### src/rtl/mem_arbiter.sv
// Round-robin arbiter sharing one rdy-handshaked unified memory between the
// I-cache fill path and the D-cache miss/writeback path, one transaction at a time.
module mem_arbiter #(
    parameter int ADDR_W  = 14,
    parameter int DATA_W  = 64,
    parameter int TMO_CYC = 16
) (
    input  logic              clk,
    input  logic              rst_n,
    input  logic              i_req,
    input  logic [ADDR_W-1:0] i_addr,
    output logic              i_done,
    output logic [DATA_W-1:0] i_rdata,
    input  logic              d_req,
    input  logic              d_we,
    input  logic [ADDR_W-1:0] d_addr,
    input  logic [DATA_W-1:0] d_wdata,
    output logic              d_done,
    output logic [DATA_W-1:0] d_rdata,
    output logic [ADDR_W-1:0] mem_addr,
    output logic              mem_re,
    output logic              mem_we,
    output logic [DATA_W-1:0] mem_wdata,
    input  logic [DATA_W-1:0] mem_rdata,
    input  logic              mem_rdy,
    output logic              busy,
    output logic              err
);

    localparam int TMO_W = (TMO_CYC > 1) ? $clog2(TMO_CYC) : 1;

    typedef enum logic [1:0] {IDLE, ISSUE, WAIT, RESP} state_t;
    typedef enum logic {OWN_I, OWN_D} owner_t;

    state_t            state, state_nxt;
    owner_t            owner, last_gnt;
    logic [ADDR_W-1:0] addr_q;
    logic              we_q;
    logic [DATA_W-1:0] wdata_q;
    logic [TMO_W-1:0]  tmo;
    logic              grant_any;
    logic              grant_d;
    logic              tmo_hit;

    // On a tie the requester that did not win last time gets the grant.
    assign grant_any = i_req | d_req;
    assign grant_d   = d_req & (~i_req | (last_gnt == OWN_I));
    assign tmo_hit   = (tmo == TMO_W'(TMO_CYC - 1));

    // NOTE: every signal assigned in always_comb gets a default first, otherwise
    // a path that skips the assignment infers a latch.
    always_comb begin
        state_nxt = state;
        case (state)
            IDLE:    if (grant_any) state_nxt = ISSUE;
            ISSUE:   state_nxt = WAIT;
            WAIT:    if (mem_rdy || tmo_hit) state_nxt = RESP;
            RESP:    state_nxt = IDLE;
            default: state_nxt = IDLE;
        endcase
    end

    // NOTE: sequential state uses non-blocking assignments so every register
    // samples pre-edge values regardless of statement order.
    always_ff @(posedge clk or negedge rst_n) begin
        if (!rst_n) state <= IDLE;
        else        state <= state_nxt;
    end

    always_ff @(posedge clk or negedge rst_n) begin
        if (!rst_n) begin
            owner    <= OWN_I;
            last_gnt <= OWN_I;
            addr_q   <= '0;
            we_q     <= 1'b0;
            wdata_q  <= '0;
            tmo      <= '0;
            i_rdata  <= '0;
            d_rdata  <= '0;
            err      <= 1'b0;
        end else begin
            if (state == WAIT) tmo <= tmo + 1'b1;
            else               tmo <= '0;

            if (state == IDLE && grant_any) begin
                owner    <= grant_d ? OWN_D : OWN_I;
                last_gnt <= grant_d ? OWN_D : OWN_I;
                addr_q   <= grant_d ? d_addr : i_addr;
                we_q     <= grant_d & d_we;
                wdata_q  <= grant_d ? d_wdata : '0;
            end

            // Writes leave the owner's read line untouched; a timeout zeroes it.
            if (state == WAIT) begin
                if (mem_rdy) begin
                    if (!we_q) begin
                        if (owner == OWN_D) d_rdata <= mem_rdata;
                        else                i_rdata <= mem_rdata;
                    end
                end else if (tmo_hit) begin
                    err <= 1'b1;
                    if (owner == OWN_D) d_rdata <= '0;
                    else                i_rdata <= '0;
                end
            end
        end
    end

    assign mem_addr  = addr_q;
    assign mem_wdata = wdata_q;
    assign mem_re    = (state == ISSUE) & ~we_q;
    assign mem_we    = (state == ISSUE) & we_q;
    assign i_done    = (state == RESP) & (owner == OWN_I);
    assign d_done    = (state == RESP) & (owner == OWN_D);
    assign busy      = (state != IDLE);

endmodule

### config.mk
export PLATFORM = sky130hd
export DESIGN_NAME = mem_arbiter
export DESIGN_NICKNAME = d
export VERILOG_FILES = /design/src/rtl/mem_arbiter.sv
export SDC_FILE = /design/constraint.sdc
export NUM_CORES = 1
export LEC_CHECK = 0
export CAP_MARGIN = 20
export CORE_UTILIZATION = 42
export DETAILED_ROUTE_END_ITERATION = 8
export PLACE_DENSITY_LB_ADDON = 0.15
export SETUP_SLACK_MARGIN = 0.3
export SLEW_MARGIN = 0
export SYNTH_ARGS = -nofsm -noshare
export SYNTH_HDL_FRONTEND = slang
export SYNTH_SLANG_ARGS = --single-unit
### constraint.sdc
create_clock -name clk -period 2.3 [get_ports clk]
set_clock_uncertainty 0.1 [all_clocks]
set_input_delay 0.46 -clock clk [delete_from_list [all_inputs] [get_ports clk]]
set_output_delay 0.46 -clock clk [all_outputs]
set_load 0.02 [all_outputs]
## Word-level counts from Yosys, hierarchy flattened

Index checks and enable logic that the tools add are counted.

| operators by class | value |
|---|---|
| reductions and logical operators | 9 |
| bitwise gates (word level) | 12 |
| $add $sub $neg | 1 |
| equality and inequality tests | 7 |
| muxes and demuxes | 17 |

Operators by type and width:

| kind | count |
|---|---|
| $mux W64 | 11 |
| $mux W14 | 1 |
| $pmux W2 S4 | 1 |
| $reduce_and A4 Y1 | 2 |
| $and A1 B1 Y1 | 6 |
| $ne A2 B2 Y1 const B | 3 |
| $add A4 B1 Y4 const B | 1 |
| $eq A2 B2 Y1 const B | 2 |
| $eq A4 B4 Y1 const B | 1 |
| $mux W2 | 2 |
| $mux W4 | 1 |
| $not A1 Y1 | 4 |
| $reduce_bool A2 Y1 | 2 |
| $reduce_and A3 Y1 | 1 |
| $eq A2 B1 Y1 const B | 1 |
| $logic_not A2 Y1 | 1 |
| $or A1 B1 Y1 | 2 |
| $reduce_and A2 Y1 | 1 |
| $logic_and A1 B1 Y1 | 1 |
| $logic_or A1 B1 Y1 | 1 |
| $mux W1 | 1 |

| storage, ports and cells | value |
|---|---|
| input port bits | 162 |
| bits in registers | 215 |
| logic and storage cells | 55 |
| output and inout port bits | 212 |

## Depth between registers and ports, before layout

Gate-level depths: netlist (run 1).

| logic depth | value |
|---|---|
| depth after elaboration | 4 |
| gate-level depth with buffers | 8 |
| depth with buffers taken out | 5 |

## Worst setup path after synthesis (run 1)

OpenSTA, ideal clock, no wires.

| path | value |
|---|---|
| kind | register -> register |
| start | reg state[0] |
| end | reg i_rdata[41] |
| arrival time | 1.480 ns |
| clock period less this slack | 1.662 ns |
| path slack | 0.638 ns |
| path buffers | 3 |
| library setup time | 0.083 ns |
| cell stages (with the launch flop) | 9 |
| path through | dfrtp_1 -> inv_1 -> ha_1 -> clkbuf_2 -> nor4bb_1 -> buf_2 -> buf_2 -> nand2_1 -> o21ai_0 |

| between the ends | value |
|---|---|
| longest elaborated chain between the ends | 2 |

Ends and longest elaborated chain:

| element | RTL line | source |
|---|---|---|
| start: declaration | 35 | `state_t state, state_nxt;` |
| start signal: assignment | 67 | `else state <= state_nxt;` |
| $eq A2 B2 Y1 | 94 | `if (state == WAIT) begin` |
| $reduce_and A4 Y1 (no line) | -- |  |
| end signal: assignment | 98 | `else i_rdata <= mem_rdata;` |
| end: declaration | 13 | `output logic [DATA_W-1:0] i_rdata,` |

No other way between the ends.
A chain may end at the register's enable or synchronous reset.

## Worst setup path in the final report (run 1)

| path | value |
|---|---|
| start | reg state[1] |
| end | out mem_re |

| between the ends | value |
|---|---|
| longest elaborated chain between the ends | 2 |

Ends and longest elaborated chain:

| element | RTL line | source |
|---|---|---|
| $eq A2 B1 Y1 | 111 | `assign mem_re = (state == ISSUE) & ~we_q;` |
| $and A1 B1 Y1 | 111 |  |
| end: declaration | 21 | `output logic mem_re,` |

No other way between the ends.

==> metrics.txt, run 1 <==
outcome completed; Post-Syn Instances 805; register area 0.005381 sq mm; clock buffer count from CTS 23; CTS tree yes; Top FF cell, synth dfrtp_1; largest area contributor in the netlist dfrtp_1; area of the multi-input gates 0.002848 sq mm; clock tree buffer depth 3; min Tclk post-route 2.016 ns; Tcrit/Tclk final roughly 90%; critical path class reg -> out; CP Launch Type flip-flop; Core ar. approximately 0.020 sq mm; largest net degree at the start of global routing 65; worst-skew pair later-pin latency 0.51 ns; Slew @ Worst Pin 0.5318 ns; Yosys top cell area share ~63%; VDD IR max slightly below 0.0007 V; Hold Vio Cnt, Final 0; Crit Reg-Reg Startpoint state[0]$_DFFE_PN0P_; netlist area before placement about 0.0085 sq mm; Worst Path Buf+Inv 2; I/O pin count 374; fill count 1647; Worst R2R Path Depth 6; Via Count 7375; Distinct cells, synth 32; CP max-delay cell dfrtp_1; slowest stage delay, CP 0.41 ns; Place WS slightly below 0.2 ns; Max Freq 0.4960 GHz; number of synthesized flops with an enable pin 0; Die Wd 144.1 um; Worst setup EP type primary output; Starting Density 43.16%; Setup-failing EPs final 0; Critical Path Sink mem_re; Data arrival, critical path 1.46 ns; post-synthesis sequential area ratio 63.43%; Slew Limit Fails 0; IO Port Bufs 373; vias in the first global route 7419; std cell rows 51; fin cells ~1500; post-route ant nets 0; first-pass GRT wire length approximately 40000 um; Nets 1339; P_leak 6.508 nW; Hold Path Class reg -> reg; H-tree depth 1; PD cells 1370 mW/mm^2; die height 144.1 um; R2R Path End i_rdata[23]$_DFFE_PN0P_; setup total negative slack 0 ns; TritonCTS Sinks 215; Detailed Place HPWL approximately 18000 um; yosys warns 0; total track usage 25.27%; Via-to-Cell Ratio 5.079; crit-path max FO 4; CP cell instances inv_2 -> ha_4 -> nor2b_4 -> buf_6; CP required 1.74 ns; syn_nets 973; async set-reset flop share out of synthesis 100.0%; Root Driver clkbuf_16; share of cells above drive strength 1 under 10%; die area 0.02077 sq mm; RSZ-0062 raised after global routing yes; CP top delay family flip-flops; R2R Setup Slk 0.45 ns; Slew headroom around 65%; clock-pin slew on the worst setup and hold paths roughly 0.060 ns; synthesis-stage register bit count 215; CP startpoint state[1]$_DFFE_PN0P_; Synth Area per Inst 10.54 sq um; residual DRC count 0; DRT Pass-1 Iters 7; Routed WL per cell 18.30 um; area delta synth->final 56.87%; initial antenna violation count 0; 1st-iter DRT viols 367; post-route setup slack 0.2839 ns; placed insts about 1400; synth cell count leaders nand2_1 (270), dfrtp_1 (215), o21ai_0 (126); Synth area leaders dfrtp_1 (63%), nand2_1 (12%), o21ai_0 (7.4%), a22o_1 (6.7%), buf_2 (1.9%); cell with the most instances after synthesis nand2_1; gpl congestion 0.8165; total of max-cap violations 0; detailed-route wire length roughly 27000 um; total gr overflow 0; # diodes 0; Worst path depth 4
report_power, final:
group / internal, mW / total, mW / switching, mW / leakage (nW)
sequential: 5.48 / 6.42 / 0.942 / 2.74
combinational: 3.17 / 7.86 / 4.69 / 3.36
clock: 2.42 / 3.93 / 1.51 / 0.405
total: 11.1 / 18.2 / 7.14 / 6.51
placed cells by master, fill, tap and decap left out, drive strengths merged, types with 2 or more instances in the layout:
master	Yosys	layout
nand2	270	270
mux2i	14	14
dlygate4sd2	0	207
bufinv	0	3
clkdlybuf4s50	0	160
clkinv	0	5
clkbuf	19	35
ha	6	6
nand3	2	2
and2	6	6
dfrtp	215	215
a22o	65	65
buf	41	31
inv	5	5
nor3	2	2
nor2b	3	3
o21ai	143	143
how the worst min path moves through the flow:
| stage | start | depth (start not counted) | endpoint | slack, ns |
|---|---|---|---|---|
| final | tmo[0]$_DFF_PN0_ | 1 | tmo[0]$_DFF_PN0_ | 0.36 |
| after global routing | mem_addr[5]$_DFFE_PN0P_ | 2 | mem_addr[5]$_DFFE_PN0P_ | 0.40 |
| after CTS | tmo[0]$_DFF_PN0_ | 1 | tmo[0]$_DFF_PN0_ | 0.36 |
| after detailed placement | tmo[0]$_DFF_PN0_ | 1 | tmo[0]$_DFF_PN0_ | 0.35 |
| after global placement | tmo[0]$_DFF_PN0_ | 1 | tmo[0]$_DFF_PN0_ | 0.35 |
| after floorplan | rst_n | 0 | d_rdata[0]$_DFFE_PN0P_ | 0.06 |
final cells by class:
class,instances,share of cell area (%)
Clock inverter,8,0.8651
Tap cell,265,2.492
Timing Repair Buffer,401,29.44
Inverter,5,0.1411
Sequential cell,215,40.45
Multi-Input combinational cell,525,21.40
Clock buffer,33,5.210
worst reg2reg max path, stage by stage (launching register included):
cell      delay, ns
dfrtp_2        0.45
inv_2          0.13
ha_4           0.23
nor4bb_4       0.27
buf_12         0.30
nand2_1        0.17
o21ai_0        0.11
kinds of logic after synthesis:
| family | Yosys count | share of synthesized area [%] |
|---|---|---|
| buf+inv | 65 | 4.145 |
| xor+xnor | 2 | 0.2066 |
| fa+ha+maj | 6 | 0.8851 |
| flops | 215 | 63.43 |
| simple gates | 289 | 13.81 |
| mux | 15 | 1.785 |
| compound gates | 213 | 15.74 |
metrics by stage:
stage               hold WS [ns]  total power [mW]  instance area (sq um)  utilization [%]
finish                    0.3608             18.22                  13310            67.70
global route              0.3994             19.28                  13310            67.70
CTS                       0.3629             18.30                  13210            67.23
detailed placement        0.3533             15.48                  12630            64.25
global placement          0.3511             15.27                  12630            64.25
floorplan                0.06441             10.74                   8482                -
state kept, by name, summed over array words and instances, names as in the netlist:
register / count
d_rdata: 64
state: 2
tmo: 4
last_gnt: 1
err: 1
mem_addr: 14
i_rdata: 64
we_q: 1
mem_wdata: 64
per-layer routing:
layer	share of wire [%]	GRT usage, %	vias to the layer above
li1	-	-	3436
met1	39	31.12	3517
met2	48	41.52	347
met3	8.4	6.225	75
met4	4.8	12.37	0
met5	0	0	-
timing repair:
action                                 CTS  global route
cloned                                   0             1
hold buffers                             1             0
setup buffers                            1             3
endpoints found under the hold margin   55             0
pin swaps                                1             2
resized for setup                      239             9
setup endpoints to repair              340           133
(Power assumes the default switching activity.)
==> run 2: changes to the inputs <==
--- a/config.mk
+++ b/config.mk
@@ -10,7 +10,6 @@
 export DETAILED_ROUTE_END_ITERATION = 8
 export PLACE_DENSITY_LB_ADDON = 0.15
 export SETUP_SLACK_MARGIN = 0.3
-export SLEW_MARGIN = 0
 export SYNTH_ARGS = -nofsm -noshare
 export SYNTH_HDL_FRONTEND = slang
 export SYNTH_SLANG_ARGS = --single-unit
==> results of run 2 <==
No change in the layout: final DEF, timing and power equal those of run 1.
==> run 3: changes to the inputs <==
--- a/config.mk
+++ b/config.mk
@@ -7,6 +7,7 @@
 export LEC_CHECK = 0
 export CAP_MARGIN = 20
 export CORE_UTILIZATION = 42
+export CTS_CLUSTER_DIAMETER = 80
 export DETAILED_ROUTE_END_ITERATION = 8
 export PLACE_DENSITY_LB_ADDON = 0.15
 export SETUP_SLACK_MARGIN = 0.3
==> results of run 3 <==
No change in the layout: final DEF, timing and power equal those of run 1.
==> RTL change (config.mk and constraints of run 3) <==
Make the reset (`rst_n`) synchronous in 2 clocked blocks.
--- a/src/rtl/mem_arbiter.sv
+++ b/src/rtl/mem_arbiter.sv
@@ -62,12 +62,12 @@
 
     // NOTE: sequential state uses non-blocking assignments so every register
     // samples pre-edge values regardless of statement order.
-    always_ff @(posedge clk or negedge rst_n) begin
+    always_ff @(posedge clk) begin
         if (!rst_n) state <= IDLE;
         else        state <= state_nxt;
     end
 
-    always_ff @(posedge clk or negedge rst_n) begin
+    always_ff @(posedge clk) begin
         if (!rst_n) begin
             owner    <= OWN_I;
             last_gnt <= OWN_I;
Check against the original RTL: differs if rst_n is asserted again (counterexample within 4 cycles, from zero or initial values and one cycle with rst_n low); with rst_n held inactive, the same outputs for 4 cycles.
==> RTL change against run 3 <==
- global-route usage fell by 2.4 points
- worst setup slack improved by 77 ps
- core utilization fell by 2.2 points
- wire length fell by 5.4%
- cell area fell by 3.2%
- synthesized area rose by 0.44%
- synthesized cell count rose by 2.7%
- die area rose by 0.44%
- sequential cell count did not move
- largest cell class unchanged
- highest routed layer unchanged
Power is not compared: it rests on default switching activity, and its combinational part moved more than twofold at a synthesized area within 25%.
==> RTL change: results (changes against run 3) <==
- Met2 wirelength from detailed routing: 11.9 mm (-6.2%)
- The global routing usage on met3 is 7.02% (+0.79 points).
- Worst hold path depth: 3 (+2)
- The post-CTS setup-driven buffer insertion count is 0 (-1).
- Ranked by total cell area, the synthesized netlist is headed by dfxtp_1 (51%), mux2i_1 (17%), a32oi_1 (6.8%), nand2_1 (5.8%), nor2b_1 (5.0%).
- Capturing point of the worst reg2reg path: d_rdata[52]
- The placed instance count was 1,404 (-0.071%).
- Transition at the pin with the smallest max-transition slack: 449 ps (-82.9 ps)
- The proportion of layout cells with a drive suffix above 1 came to 6.25% (-1.5 points).
- Met1 Usage GRT: 27.2% (-3.9 points)
* Outcome: complete, no violations
- The via count of the first global-routing pass is 7,016 (-5.4%).
- Cells resized by post-CTS repair: 224 (-6.3%)
* Maximum number of pins on one net before global-route repair: 66 (+1.5%)
- First-pass GRT wire length: 37.6 mm (-6.8%)
* Via count: 7,296 (-1.1%)
- Violation count after the first detailed-route iteration: 307 (-16%)
- The async set-or-reset flop fraction in the synthesized netlist is 0% (-100 points).
- Placed instance area: 12,300 um2 (-2.5%)
* Hold Crit Class: primary input to flop
* Detailed-route vias per instance: 5.04 (-0.87%)
* Terminating pin of the worst hold path: i_rdata[62]
- Launch instance of the worst min-delay path: rst_n
- Unique cell type count in the Yosys netlist: 30 (-6.3%)
* Part of the cycle the worst path needs: 84.3% (-3.3 points)
* Combined global-route utilization of all metal layers: 22.8% (-2.4 points)
- The sequential fraction of the synthesis area came to 50.5% (-13 points).
- Number of instances in the synthesized netlist: 827 (+2.7%)
- Launching instance or port of the critical path: state[0]
- Capturing element of the worst setup path: d_done
- Met3 wire len: 2.24 mm (+0.22%)
- Arrival time at the worst endpoint: 1380 ps (-80 ps)
* Cts bufs inserted: 24 (+4.3%)
* Post-DR wirelength/cell: 17.3 um (-5.2%)
- The detailed-routing iteration count for the pre-antenna-repair pass is 5 (-2).
* Net count after synthesis: 994 (+2.2%)
* Routability-driven placement congestion ratio: 0.784 (-3.9%)
* Most common library cells after synthesis: dfxtp_1 (215), mux2i_1 (143), nand2_1 (132)
- In this run the critical register-to-register path is launched from state[0].
- Total half-perimeter wirelength after legalization and detailed placement: 17.0 mm (-6.1%)
## RTL change: cell count changes after synthesis, moves of 66 or more
cell,before,now
dfxtp_1,0,215
nand2_1,270,132
a32oi_1,0,66
mux2i_1,14,143
o21ai_0,126,14
dfrtp_1,215,0
## RTL change: cell families (layout without fill, tap and decap cells)
kind of cell	count (synthesis)	in the layout	synth area share, %
flip-flops	215	215	50.5
XOR/XNOR	2	2	0.206
adder cells (fa/ha/maj)	5	5	0.734
AO/OA/AOI/OAI	102	102	9.18
buffers and inverters	83	440	6.96
multiplexers	143	143	16.8
AND/OR/NAND/NOR	277	277	15.6
## RTL change: critical path: stages (launching register included)
cell     delay, ps
dfxtp_2        340
ha_1           210
and2_1         160
buf_2          170
## RTL change: area by class of cell
cell class / instances / area, um2
clock inverters: 5 / 25.0
fillers: 1714 / 6780
clock buffers: 39 / 758
inverters: 4 / 15.0
flip-flops and latches: 215 / 4310
well taps: 265 / 332
multi-input cells: 529 / 3660
repair buffers: 392 / 3770
